<file path="src/rtl/imem_loader_if.sv">
// Host byte stream, instruction-memory write port and load status of imem_loader.
// The host or bench drives through master; the loader connects through slave.
interface imem_loader_if;
  logic        start;
  logic        byte_valid;
  logic [7:0]  byte_data;
  logic        byte_ready;
  logic        im_we;
  logic [15:0] im_addr;
  logic [15:0] im_wdata;
  logic        cpu_nclear;
  logic        done;
  logic        error;

  modport master (
    output start, byte_valid, byte_data,
    input  byte_ready, im_we, im_addr, im_wdata, cpu_nclear, done, error
  );

  modport slave (
    input  start, byte_valid, byte_data,
    output byte_ready, im_we, im_addr, im_wdata, cpu_nclear, done, error
  );
endinterface

</file>
<file path="src/rtl/imem_loader.sv">
// Streams a length-prefixed, big-endian word image from a byte host into instruction memory.
// Define LOADER_CHECKSUM_EN to expect a trailing XOR checksum byte after the last word.
module imem_loader #(
  parameter logic [15:0] BASE_ADDR = 16'h0000,
  parameter int          MAX_WORDS = 256
) (
  input logic         clk,
  input logic         nClear,
  imem_loader_if.slave bus
);

  typedef enum logic [3:0] {
    IDLE, LEN_HI, LEN_LO, DATA_HI, DATA_LO, WRITE, CHK, DONE, ERR
  } state_t;

  localparam logic [16:0] MAX_W = 17'(MAX_WORDS);

  state_t      state, next_state;
  logic        ready;
  logic        accept;
  logic        last;
  logic        cpu_nclear_q;
  logic [7:0]  len_hi;
  logic [7:0]  data_hi;
  logic [15:0] len;
  logic [15:0] len_word;
  logic [15:0] index;
  logic [15:0] addr_q;
  logic [15:0] wdata_q;
`ifdef LOADER_CHECKSUM_EN
  logic [7:0]  checksum;
`endif

  assign accept   = bus.byte_valid && ready;
  assign len_word = {len_hi, bus.byte_data};
  assign last     = (index == len - 16'd1);

  always_ff @(posedge clk or negedge nClear) begin
    if (!nClear) state <= IDLE;
    else         state <= next_state;
  end

  always_comb begin
    next_state = state;
    ready      = 1'b0;
    case (state)
      IDLE, DONE, ERR: begin
        if (bus.start) next_state = LEN_HI;
      end
      LEN_HI: begin
        ready = 1'b1;
        if (bus.byte_valid) next_state = LEN_LO;
      end
      LEN_LO: begin
        ready = 1'b1;
        if (bus.byte_valid) begin
          if (len_word == 16'd0 || {1'b0, len_word} > MAX_W) next_state = ERR;
          else                                               next_state = DATA_HI;
        end
      end
      DATA_HI: begin
        ready = 1'b1;
        if (bus.byte_valid) next_state = DATA_LO;
      end
      DATA_LO: begin
        ready = 1'b1;
        if (bus.byte_valid) next_state = WRITE;
      end
      WRITE: begin
        if (last) begin
`ifdef LOADER_CHECKSUM_EN
          next_state = CHK;
`else
          next_state = DONE;
`endif
        end else begin
          next_state = DATA_HI;
        end
      end
      CHK: begin
`ifdef LOADER_CHECKSUM_EN
        ready = 1'b1;
        if (bus.byte_valid) next_state = (bus.byte_data == checksum) ? DONE : ERR;
`else
        next_state = ERR;
`endif
      end
      default: next_state = IDLE;
    endcase
  end

  // The write address and data are latched on the low-byte accept so they are valid
  // throughout WRITE and simply hold afterwards.
  always_ff @(posedge clk or negedge nClear) begin
    if (!nClear) begin
      cpu_nclear_q <= 1'b0;
      len_hi       <= 8'h00;
      data_hi      <= 8'h00;
      len          <= 16'h0000;
      index        <= 16'h0000;
      addr_q       <= 16'h0000;
      wdata_q      <= 16'h0000;
    end else begin
      cpu_nclear_q <= (next_state == IDLE) || (next_state == DONE);
      case (state)
        IDLE, DONE, ERR: if (bus.start) index <= 16'h0000;
        LEN_HI:          if (accept) len_hi <= bus.byte_data;
        LEN_LO:          if (accept) len <= len_word;
        DATA_HI:         if (accept) data_hi <= bus.byte_data;
        DATA_LO: begin
          if (accept) begin
            addr_q  <= BASE_ADDR + index;
            wdata_q <= {data_hi, bus.byte_data};
          end
        end
        WRITE:           if (!last) index <= index + 16'd1;
        default: ;
      endcase
    end
  end

`ifdef LOADER_CHECKSUM_EN
  always_ff @(posedge clk or negedge nClear) begin
    if (!nClear)
      checksum <= 8'h00;
    else if ((state == IDLE || state == DONE || state == ERR) && bus.start)
      checksum <= 8'h00;
    else if (accept)
      checksum <= checksum ^ bus.byte_data;
  end
`endif

  assign bus.byte_ready = ready;
  assign bus.im_we      = (state == WRITE);
  assign bus.im_addr    = addr_q;
  assign bus.im_wdata   = wdata_q;
  assign bus.cpu_nclear = cpu_nclear_q;
  assign bus.done       = (state == DONE);
  assign bus.error      = (state == ERR);

endmodule
</file>
<file path="src/flat_wrapper.sv">
// flat-port wrapper written by rule: the top's interface ports become plain ports
module imem_loader_flat 
#(
  parameter logic [15:0] BASE_ADDR = 16'h0000,
  parameter int          MAX_WORDS = 256
)
  (clk, nClear, bus_start, bus_byte_valid, bus_byte_data, bus_byte_ready, bus_im_we, bus_im_addr, bus_im_wdata, bus_cpu_nclear, bus_done, bus_error);
  imem_loader_if bus_i ();
  input logic clk;
  input logic nClear;
  input wire logic [$bits(bus_i.start)-1:0] bus_start;
  input wire logic [$bits(bus_i.byte_valid)-1:0] bus_byte_valid;
  input wire logic [$bits(bus_i.byte_data)-1:0] bus_byte_data;
  output wire logic [$bits(bus_i.byte_ready)-1:0] bus_byte_ready;
  output wire logic [$bits(bus_i.im_we)-1:0] bus_im_we;
  output wire logic [$bits(bus_i.im_addr)-1:0] bus_im_addr;
  output wire logic [$bits(bus_i.im_wdata)-1:0] bus_im_wdata;
  output wire logic [$bits(bus_i.cpu_nclear)-1:0] bus_cpu_nclear;
  output wire logic [$bits(bus_i.done)-1:0] bus_done;
  output wire logic [$bits(bus_i.error)-1:0] bus_error;
  assign bus_i.start = bus_start;
  assign bus_i.byte_valid = bus_byte_valid;
  assign bus_i.byte_data = bus_byte_data;
  assign bus_byte_ready = bus_i.byte_ready;
  assign bus_im_we = bus_i.im_we;
  assign bus_im_addr = bus_i.im_addr;
  assign bus_im_wdata = bus_i.im_wdata;
  assign bus_cpu_nclear = bus_i.cpu_nclear;
  assign bus_done = bus_i.done;
  assign bus_error = bus_i.error;
  imem_loader #(.BASE_ADDR(BASE_ADDR), .MAX_WORDS(MAX_WORDS)) u_core (.clk(clk), .nClear(nClear), .bus(bus_i));
endmodule
</file>
<file path="config.mk">
export PLATFORM = sky130hd
export DESIGN_NAME = imem_loader_flat
export DESIGN_NICKNAME = d
export VERILOG_FILES = /design/src/rtl/imem_loader_if.sv /design/src/rtl/imem_loader.sv /design/src/flat_wrapper.sv
export SDC_FILE = /design/constraint.sdc
export NUM_CORES = 1
export LEC_CHECK = 0
export ABC_AREA = 1
export CORE_MARGIN = 4
export CORE_UTILIZATION = 51
export CTS_CLUSTER_DIAMETER = 40
export DETAILED_ROUTE_END_ITERATION = 16
export PLACE_DENSITY = 0.74
export SKIP_CTS_REPAIR_TIMING = 1
export SLEW_MARGIN = 20
export SYNTH_ARGS = -nofsm -noshare
export SYNTH_HDL_FRONTEND = slang
export SYNTH_SLANG_ARGS = --single-unit
</file>
<file path="constraint.sdc">
create_clock -name clk -period 2.05 [get_ports clk]
set_clock_uncertainty 0.1 [all_clocks]
set_input_delay 0.41 -clock clk [delete_from_list [all_inputs] [get_ports clk]]
set_output_delay 0.41 -clock clk [all_outputs]
set_load 0.05 [all_outputs]
</file>
After elaboration in Yosys (flattened, before gate mapping)
Index checks and enable logic that the tools add are counted.

storage, ports and cells
  flip-flop bits (word level) = 85
  input port bits = 12
  output and inout port bits = 37

operators by class
  add/sub/neg operators = 2
  muxes and demuxes = 12
  magnitude comparators = 1
  equal/unequal tests = 12
  reductions and logical operators = 14

operator list
  cell                                                            number
  2-to-1 mux 16 bit                                               2
  one-hot mux 16 bit (2 select lines)                             1
  one-hot mux 4 bit (7 select lines)                              1
  2-to-1 mux 4 bit                                                6
  == test 4 x 3 -> 1 bit, second input constant                   5
  adder 16 x 1 -> 16 bit, second input constant                   1
  == test 16 bit                                                  1
  greater-than comparator 16 x 9 -> 1 bit, second input constant  1
  zero test 16 bit                                                1
  subtractor 16 x 1 -> 16 bit, second input constant              1
  == test 4 x 2 -> 1 bit, second input constant                   2
  zero test 4 bit                                                 2
  AND reduction 2 bit                                             4
  == test 4 x 1 -> 1 bit, second input constant                   1
  == test 4 bit, second input constant                            1
  inequality test 2 bit, second input constant                    2
  OR reduction 4 bit                                              1
  2-to-1 mux 3 bit                                                1
  AND reduction 3 bit                                             1
  OR reduction 3 bit                                              1
  logical OR 1 bit                                                2
  nonzero test 2 bit                                              1
  logical AND 1 bit                                               1
  2-to-1 mux 1 bit                                                1

Longest topological paths before layout
Gate-level depths: netlist (run 1).

  depth in word-level cells = 7
  mapped depth = 18
  gate-level depth less buffers = 17

Least setup slack after synthesis (run 1)
Ideal clock, no wire load.

  kind = register to register
  start = register u_core.len[0]
  end = register u_core.index[10]
  stages on the path, launching flop included = 17
  slack = -0.004 ns
  required time = 1.833 ns
  period minus slack after synthesis = 2.054 ns
  buffers on the path = 1
  setup time = 0.117 ns
  arrival = 1.837 ns
  cells stage by stage = dfrtp_1 inv_1 ha_1 nand2_2 nor2_4 nand3_1 nand3_1 nand2_1 nor2_1 nand2_1 nor2_1 nand2_1 nand2_2 nand2_4 buf_2 nand3_1 nand2_1

between the ends
  longest elaborated chain between the ends = 4

ends and longest elaborated chain
  element                                 RTL line            RTL
  start, declared                         imem_loader.sv:25   logic [15:0] len;
  start signal, assigned                  imem_loader.sv:108  LEN_LO: if (accept) len <= len_word;
  subtractor 16 x 1 -> 16 bit             imem_loader.sv:36   assign last = (index == len - 16'd1);
  == test 16 bit                          imem_loader.sv:36
  inequality test 2 bit (no source line)  n/a
  AND reduction 3 bit (no source line)    n/a
  end signal, assigned                    imem_loader.sv:116  WRITE: if (!last) index <= index + 16'd1;
  end, declared                           imem_loader.sv:27   logic [15:0] index;

No other way between the ends.
A chain may end at the register's enable or synchronous reset.

Final worst setup path (run 1)
  start = register u_core.len[6]
  end = register u_core.index[8]

The elaborated chain is that of the path after synthesis.

==> summary.txt, run 1 <==
slew at the pin with the worst max-slew slack: 0.5241 ns
gr usage total: 24.55%
kind of critical path: reg -> reg
CTS Buffer Depth: 2
slowest CP cell: dfrtp_1
yosys warns: 0
TritonCTS clock tree: yes
Clock Latency Late Sink: 0.36 ns
reg2reg start: u_core.len[6]
met1 usage: 32.48%
most common cell after layout, fill and taps aside: nand2_1
WHS: -0.02554 ns
largest net degree at the start of global routing: 86
Mean Syn Cell Area: 7.812 um^2
clk root buf: clkbuf_8
Simple-Gate Fraction of Synth Area: 31.06%
count of input and output buffers: 48
Post-Synth Adder-Cell Area: 0.5411%
wire length per cell: 15.55 um
worst ir drop on vdd: 973.7 uV
Final Worst Setup Slack: -0.1884 ns
EDFF count, synth: 0
Place WS: -0.2181 ns
total wire length: 12,920 um
Power per Cell Area: 1485 mW/mm^2
FFs w/ async S/R, synth: 100.0%
M2 GR Usage: 39.91%
Critical Path Source: u_core.len[6]
final core utilization: 71.94%
post-synthesis mux area share: 3.896%
CP Buf/Inv Count: 2
worst endpoint data arrival time: 2.39 ns
GP Congestion: 0.9568
Initial Utilization: 52.77%
worst-path maximum fanout: 7
Cells after Synth: 592
Hold Path Class: in -> async
first-pass GRT wire length: 20,350 um
Max Fclk: 0.4467 GHz
Core Region: 0.008763 mm^2
post-synthesis sequential area ratio: 46.00%
syn nets: 606
Synth Flop Type: dfrtp_1
Iteration-0 DRC Markers: 227
Leak: 3.322 nW
Worst path top cell family by delay: simple AND/OR/NAND/NOR gates
Die Wd: 103.2 um
RSZ-0062 raised after global routing: true
failing checks: hold timing, setup timing
status: finished with violations
IO Count: 49
clock sink count: 85
period utilisation layout: 109.2%
Max-slew headroom: 65.00%
most frequent cells in the layout: 169 x nand2_1, 84 x buf_4, 81 x dfrtp_1
Die ar.: 0.01066 mm^2
Required @ worst endpoint: 2.20 ns
cell area after synthesis: 0.004624 mm^2
max incr delay on CP: 0.46 ns
H-Tree Depth: 3
GR Layer Usage met3: 4.762%
compound-gate portion of the synthesized area: 6.953%
layout cells sized above 1: 23.65%
largest cells by area after synthesis: dfrtp_1 46%, nand2_1 14%, nor2_1 5.5%
routed vias/inst: 5.327
total number of vias: 4,427
vias in the first global route: 4,172
Critical Path Most Common Cell: nand2_1
cts bufs inserted: 9
CTS clk-pin slew, worst paths: 0.10 ns
FP Rows: 34
Area Growth Syn to Fin: 36.34%
minimum clock period: 2.238 ns
DP Wirelength: 9382 um
Max Slew Vio Count: 0
Setup crit end kind: register
post-synth top area share: 46.00%
GRT overflow: 0
CP Cell Sequence: nor2_2 > nand2_2 > nor2_4 > nand3b_1 > nand2_1 > inv_1 > nor2_2 > nand2_1 > nor2_1 > nand2_1 > nand2_2 > nand2_8 > buf_12 > nand3_1 > nand2_1
die height: 103.2 um
initial antenna violation count: 0
Synth area leader: dfrtp_1
post-route ant nets: 0
unique cell type count in the Yosys netlist: 32
max-cap viol count: 0
antenna fix cells: 0
final setup fails: 17
Fin. Hold Viols: 43
number of fillers in the final layout: 692
Remaining DRCs: 0
Worst Setup Start Kind: register
post-synthesis xor/xnor area fraction: 4.843%
Seq cells post-synth: 85
total power: 9.365 mW
grt peak-use layer: met2
nets: 732
largest family of logic cells by synthesized area: simple AND/OR/NAND/NOR gates
DRT Pass-1 Iters: 4
## area by class of cell
| cell class | count | area (um^2) | area share, % |
|---|---|---|---|
| clock buffer | 10 | 137.6 | 2.183 |
| clock inverter | 6 | 68.82 | 1.091 |
| inverter | 62 | 235.2 | 3.731 |
| multi-input combinational | 429 | 2338 | 37.09 |
| sequential | 85 | 2132 | 33.82 |
| tap | 108 | 135.1 | 2.143 |
| timing repair buffer | 131 | 1257 | 19.94 |
## synth_stat cells (2+ instances only)
cell type and n:
nor3b_1 2, inv_1 61, nor2_4 3, dfrtp_1 85, o21ai_0 37, mux2_2 16
a21oi_1 2, nand3_1 42, nand2_2 5, nand4_1 10, ha_1 2, and2_1 2
o21a_1 16, clkbuf_1 10, nand2_4 2, nor3_1 8, nor2_2 4, nor2_1 68
buf_2 4, xor2_1 16, nand3b_1 5, nand2_1 173, xnor2_1 7, nor4_1 4
## worst register-to-register path, cell delays in order, from the launching register on
cell and delay [ns]:
dfrtp_1 0.46, nor2_2 0.19, nand2_2 0.09, nor2_4 0.17, nand3b_1 0.14, nand2_1 0.11, inv_1 0.05, nor2_2 0.08
nand2_1 0.09, nor2_1 0.11, nand2_1 0.07, nand2_2 0.11, nand2_8 0.10, buf_12 0.15, nand3_1 0.06, nand2_1 0.06
## cells by family after synthesis
logic type               count (synthesis)
flip-flops                              85
buffers and inverters                   79
adder cells (fa/ha/maj)                  2
AND/OR/NAND/NOR                        330
XOR/XNOR                                24
AO/OA/AOI/OAI                           56
multiplexers                            16
## path summary, 6_finish.rpt
check	endpoint	slack (ns)	cells after the start
min in group clk	u_core.bus.im_addr[2]	0.39	1
max in group asynchronous	u_core.index[11]	1.51	2
hold reg to reg	u_core.bus.im_addr[2]	0.39	1
setup reg to reg	u_core.index[8]	-0.19	15
setup / recovery	u_core.index[8]	-0.19	15
hold / removal	u_core.bus.im_wdata[7]	-0.03	2
## sequential cells by signal (all words and copies together), names as in the netlist
name,count
u_core.bus.im_addr,16
u_core.state,4
u_core.len_hi,8
u_core.bus.im_wdata,16
u_core.len,16
u_core.bus.cpu_nclear,1
u_core.index,16
u_core.data_hi,8
## where the power goes
part	internal (mW)	switching (mW)	total [mW]
Sequential	2.27	0.438	2.71
Clock	0.606	0.666	1.27
Combinational	2.18	3.20	5.39
## per-layer routing
metal / part of all wire (%) / up-vias
li1: - / 2147
met1: 43 / 2127
met2: 49 / 130
met3: 5.0 / 23
met4: 2.5 / 0
met5: 0 / -
## per-stage QoR
stage | TNS [ns] | instance area [um^2] | cells
2_1_floorplan | 0 | 4627 | 592
3_3_place_gp | -2.564 | 5813 | 805
3_5_place_dp | -3.474 | 5813 | 805
4_1_cts | -3.281 | 6020 | 821
5_1_grt | -4.858 | 6305 | 831
6_report | -2.655 | 6305 | 831
Note: power is estimated with default switching activity, not from simulation.
==> run 2: changes to the inputs <==
==> constraint.sdc (replaced) <==
create_clock -name clk -period 2.05 [get_ports clk]
set_clock_uncertainty 0.1 [all_clocks]
set_input_delay 0.3075 -clock clk [delete_from_list [all_inputs] [get_ports clk]]
set_output_delay 0.3075 -clock clk [all_outputs]
set_load 0.05 [all_outputs]
==> run 2 against run 1 <==
Net effect: the run ends with setup timing left; cell count shrank 1.1%; power down 1.3%; critical endpoint unchanged; highest routed layer unchanged; worst hold slack improved by 0.35 ns; fmax grew 3.1%; die area did not move; global-route usage is 0.41 points lower; critical path depth did not move; register-to-register slack better by 0.07 ns; clock power hardly changed.
==> summary.txt, run 2 (synthesis results as in run 1) <==
setup total negative slack: -1.446 ns (+1.209 ns)
slew at the pin with the worst max-slew slack: 0.6010 ns (+0.07689 ns)
vias in the first global route: 4,160 (-0.29%)
Max Slew Vio Count: 0 (unchanged)
reg2reg start: u_core.len[0]
GR Layer Usage met3: 5.768% (+1.0 points)
Die ar.: 0.01066 mm^2 (unchanged)
most frequent cells in the layout: 164 x nand2_1, 82 x dfrtp_1, 67 x buf_4
total wire length: 12,340 um (-4.5%)
Die Wd: 103.2 um (unchanged)
failing checks: setup timing
GP Congestion: 0.9375 (-2.0%)
CTS clk-pin slew, worst paths: 0.10 ns (about the same)
max incr delay on CP: 0.40 ns (-0.06 ns)
CTS Buffer Depth: 2 (unchanged)
Final Worst Setup Slack: -0.1217 ns (+0.06670 ns)
max-cap viol count: 0 (unchanged)
Sw Pwr: 4.309 mW (about the same)
worst ir drop on vdd: 1386 uV (+42%)
R2R Setup Slk: -0.12 ns (+0.07 ns)
Required @ worst endpoint: 2.20 ns (about the same)
worst-path maximum fanout: 9 (+2)
Leak: 2.958 nW (-11%)
Iteration-0 DRC Markers: 253 (+11%)
WHS: 0.3206 ns (+0.3461 ns)
Initial Utilization: 52.77% (unchanged)
minimum clock period: 2.172 ns (-0.06670 ns)
Hold Path Class: in -> async
antenna fix cells: 0 (unchanged)
cts bufs inserted: 9 (unchanged)
largest net degree at the start of global routing: 32 (-63%)
total number of vias: 4,305 (-2.8%)
CP Buf/Inv Count: 4 (+2)
Worst path top cell family by delay: simple AND/OR/NAND/NOR gates
clock sink count: 85 (unchanged)
sequential share of power: 29.4% (+0.5 points)
Comb power frac: 57.2% (-0.3 points)
FP Rows: 34 (unchanged)
Setup crit end kind: register
count of input and output buffers: 48 (unchanged)
grt peak-use layer: met2
cell-internal power: 4.936 mW (-2.4%)
worst endpoint data arrival time: 2.32 ns (-0.07 ns)
met1 usage: 31.81% (-0.68 points)
Clock Latency Late Sink: 0.35 ns (about the same)
period utilisation layout: 105.9% (-3.3 points)
RSZ-0062 raised after global routing: true
status: finished with violations
final setup fails: 16 (-1)
first-pass GRT wire length: 19,990 um (-1.8%)
nets: 723 (-1.2%)
Critical Path Most Common Cell: nand2_1
routed vias/inst: 5.237 (-1.7%)
Place WS: -0.2508 ns (-0.03266 ns)
final core utilization: 70.82% (-1.1 points)
wire length per cell: 15.01 um (-3.4%)
Max Fclk: 0.4605 GHz (+3.1%)
CP Cell Sequence: inv_2 > buf_4 > nand2_2 > nor2_4 > xor2_1 > inv_1 > nor2_1 > nand2_1 > nor2_1 > nand2_1 > nand2_4 > buf_12 > nand2_8 > nand3_1 > nand2_1
die height: 103.2 um (unchanged)
GRT overflow: 0 (unchanged)
most common cell after layout, fill and taps aside: nand2_1
Worst R2R End: u_core.index[8]
initial antenna violation count: 0 (unchanged)
Max-slew headroom: 59.56% (-5.4 points)
Power per Cell Area: 1490 mW/mm^2 (+0.29%)
sw frac: 46.61% (+0.63 points)
DRT Pass-1 Iters: 5 (+1)
Fin. Hold Viols: 0 (-100%)
M2 GR Usage: 39.32% (-0.59 points)
Area Growth Syn to Fin: 34.20%
post-route ant nets: 0 (unchanged)
kind of critical path: reg -> reg
gr usage total: 24.14% (-0.41 points)
Worst R2R Path Depth: 15 (unchanged)
layout cells sized above 1: 22.27% (-1.4 points)
clk root buf: clkbuf_8
Clock Power Share: 13.4% (-0.2 points)
TritonCTS clock tree: yes
IO Count: 49 (unchanged)
Worst Setup Start Kind: register
slowest CP cell: dfrtp_1
Remaining DRCs: 0 (unchanged)
H-Tree Depth: 3 (unchanged)
Core Region: 0.008763 mm^2 (unchanged)
DP Wirelength: 9357 um (-0.27%)
run 2: changes by cell type in the layout (fill, tap and decap cells not counted), moves of 3 or more:
cell	change
nand2_2	+4
nor2_2	+4
buf_4	-17
inv_1	+3
clkdlybuf4s50_1	+31
dlymetal6s2s_1	-25
nor2_4	-4
nand2_1	-5
run 2: layout make-up:
class	instances	area, um^2
sequential	85	2131
tap	108	135.1
inverter	62	232.7
clock inverter	7	81.33
clock buffer	9	123.9
multi-input combinational	431	2394
fill	729	2557
timing repair buffer	120	1109
run 2: per-layer routing:
layer / vias up / share of wire [%]
met1: 2023 / 43
li1: 2130 / -
met3: 25 / 6.0
met4: 0 / 2.6
met2: 127 / 48
met5: - / 0
run 2: power groups by stage:
stage	combinational [mW]	sequential [mW]	clock, mW
after detailed placement	4.72	2.71	0
after global placement	4.66	2.68	0
final	5.29	2.72	1.24
after floorplan	2.20	3.48	0
after CTS	4.75	2.68	1.27
after global routing	5.73	2.79	1.34
run 2: worst register-to-register path: stages, from the launching register on:
cell     delay, ns
dfrtp_1       0.40
inv_2         0.08
buf_4         0.12
nand2_2       0.13
nor2_4        0.16
xor2_1        0.17
inv_1         0.09
nor2_1        0.10
nand2_1       0.06
nor2_1        0.10
nand2_1       0.09
nand2_4       0.11
buf_12        0.13
nand2_8       0.08
nand3_1       0.10
nand2_1       0.07
run 2: stage by stage:
step	total power, mW	cell area, um^2	instances
2_1_floorplan	5.678	4627	592
3_3_place_gp	7.343	5731	797
3_5_place_dp	7.432	5731	797
4_1_cts	8.698	5936	813
5_1_grt	9.863	6206	822
6_report	9.245	6206	822
run 2: how the worst max path moves through the flow:
| stage | start | end | slack (ns) | cells past startpoint |
|---|---|---|---|---|
| 6_report | u_core.len[0] | u_core.index[8] | -0.12 | 15 |
| 3_5_place_dp | bus_byte_valid | u_core.bus.cpu_nclear | -0.25 | 8 |
| 5_1_grt | u_core.len[0] | u_core.index[8] | -0.30 | 15 |
| 4_1_cts | u_core.len[0] | u_core.index[8] | -0.26 | 16 |
| 3_3_place_gp | bus_byte_valid | u_core.bus.cpu_nclear | -0.25 | 8 |
| 2_1_floorplan | u_core.len[0] | u_core.index[10] | 0.01 | 16 |
==> run 3: changes to the inputs <==
SKIP_CTS_REPAIR_TIMING = unset   (was 1)
==> run 3 against run 2 <==
Net effect: the flow still finishes with violations (setup timing); sequential share of layout area rose by 0.20 points; register-to-register slack barely moved; die area did not move; sequential cell count did not move; clock-buffer cell count did not move; combinational power fell by 0.8%; critical path type unchanged; largest cell class unchanged.
==> summary.txt, run 3 (synthesis results as in run 1) <==
status: finished with violations
IO Count: 49 (unchanged)
total number of vias: 4,243 (-1.4%)
most frequent cells in the layout: 159 x nand2_1, 84 x dfrtp_1, 67 x buf_4
Area Growth Syn to Fin: 33.25%
largest net degree at the start of global routing: 32 (unchanged)
DP Wirelength: 9357 um (unchanged)
initial antenna violation count: 0 (unchanged)
FP Rows: 34 (unchanged)
worst-path maximum fanout: 8 (-1)
Die ar.: 0.01066 mm^2 (unchanged)
CTS clk-pin slew, worst paths: 0.09 ns (about the same)
total wire length: 12,290 um (-0.42%)
clock sink count: 85 (unchanged)
Worst Setup Start Kind: register
vias in the first global route: 4,230 (+1.7%)
clk root buf: clkbuf_8
antenna fix cells: 0 (unchanged)
gr usage total: 25.08% (+0.94 points)
count of input and output buffers: 48 (unchanged)
Remaining DRCs: 0 (unchanged)
Iteration-0 DRC Markers: 227 (-10%)
first-pass GRT wire length: 20,640 um (+3.2%)
number of fillers in the final layout: 730 (+0.14%)
Max Slew Vio Count: 0 (unchanged)
Hold Path Class: in -> async
final core utilization: 70.32% (-0.50 points)
layout cells sized above 1: 22.02% (-0.25 points)
Required @ worst endpoint: 2.25 ns (+0.05 ns)
worst endpoint data arrival time: 2.37 ns (+0.05 ns)
slew at the pin with the worst max-slew slack: 0.5880 ns (-0.01301 ns)
nets: 722 (-0.14%)
RSZ-0062 raised after global routing: true
kind of critical path: reg -> reg
fin cells: 821 (-0.12%)
Max-slew headroom: 60.44% (+0.88 points)
failing checks: setup timing
most common cell after layout, fill and taps aside: nand2_1
Final Worst Setup Slack: -0.1206 ns (+0.001130 ns)
H-Tree Depth: 3 (unchanged)
wire length per cell: 14.97 um (-0.30%)
routed vias/inst: 5.168 (-1.3%)
die height: 103.2 um (unchanged)
Core Region: 0.008763 mm^2 (unchanged)
final setup fails: 17 (+1)
WHS: 0.3217 ns (+0.001128 ns)
dpl cells: 797 (unchanged)
DRT Pass-1 Iters: 6 (+1)
worst ir drop on vdd: 1393 uV (+0.55%)
minimum clock period: 2.171 ns (-0.001130 ns)
Die Wd: 103.2 um (unchanged)
Clock Latency Late Sink: 0.36 ns (about the same)
Fin. Hold Viols: 0 (unchanged)
max-cap viol count: 0 (unchanged)
GRT overflow: 0 (unchanged)
TritonCTS clock tree: yes
Power per Cell Area: 1490 mW/mm^2 (about the same)
setup total negative slack: -1.646 ns (-0.1995 ns)
Setup crit end kind: register
CTS Buffer Depth: 2 (unchanged)
Leak: 2.948 nW (-0.32%)
period utilisation layout: 105.9% (about the same)
Initial Utilization: 52.77% (unchanged)
Place WS: -0.2508 ns (unchanged)
GP Congestion: 0.9375 (unchanged)
post-route ant nets: 0 (unchanged)
Max Fclk: 0.4607 GHz (about the same)
cts bufs inserted: 9 (unchanged)
==> run 3: cell count changes in the layout (fill, tap and decap cells not counted), sizes merged <==
cell / change
buf: -1
==> run 3: cell type report <==
cell class	count	area (um^2)	area share, %
Timing Repair Buffer	119	1089	17.66
Multi-Input combinational cell	431	2372	38.50
Clock inverter	7	81.33	1.320
Tap cell	108	135.1	2.193
Sequential cell	85	2128	34.54
Inverter	62	232.7	3.777
Clock buffer	9	123.9	2.010
==> run 3: routing by layer <==
layer	track usage, %	wire length (um)	vias up	part of all wire, %
li1	-	-	2131	-
met1	33.43	5438	1970	44
met2	41.10	5848	121	48
met3	5.164	699	21	5.7
met4	8.267	303	0	2.5
met5	0	0	-	0
==> run 3: worst paths after layout <==
kind	start	to	slack, ns	cells after the start
worst min register to register	u_core.data_hi[0]	u_core.data_hi[0]	0.39	2
worst max-delay path	u_core.len[0]	u_core.index[3]	-0.12	16
min in group clk	u_core.data_hi[0]	u_core.data_hi[0]	0.39	2
max in group asynchronous	nClear	u_core.len[9]	0.95	3
worst min-delay path	nClear	u_core.len[13]	0.32	2
worst max register to register	u_core.len[0]	u_core.index[3]	-0.12	16
==> run 3: repair_timing <==
action | in CTS | in global routing
endpoints found under the hold margin | 25 | 0
gates resized for setup | 21 | 21
setup endpoints to repair | 17 | 21
hold buffers | 1 | 0
pin swaps | 8 | 17
buffers inserted | 2 | 2
gates cloned | 3 | 0
==> run 3: critical path, cell delays in order, from the launching register on <==
cell and delay [ns]:
dfrtp_1 0.40, inv_2 0.09, ha_4 0.17, nand3_4 0.09, nor2_4 0.15, nand3b_1 0.10
nand2_1 0.09, inv_1 0.04, nor2_1 0.09, nand2_1 0.07, nor2_1 0.11, nand2_1 0.10
nand2_4 0.14, nand2_8 0.11, nand2_8 0.14, nand2_1 0.06, nand2_1 0.06
==> run 3: power by group <==
part	switching, mW	total (mW)	leakage [nW]	internal (mW)
Combinational	3.20	5.25	1.76	2.05
Sequential	0.425	2.69	1.09	2.26
Clock	0.659	1.24	0.107	0.585
Total	4.29	9.18	2.95	4.89
==> run 3: per-stage QoR <==
stage          total power [mW]  area (um^2)
3_3_place_gp              7.343         5731
6_report                  9.182         6162
2_1_floorplan             5.678         4627
3_5_place_dp              7.432         5731
4_1_cts                   9.051         6077
5_1_grt                   9.788         6162
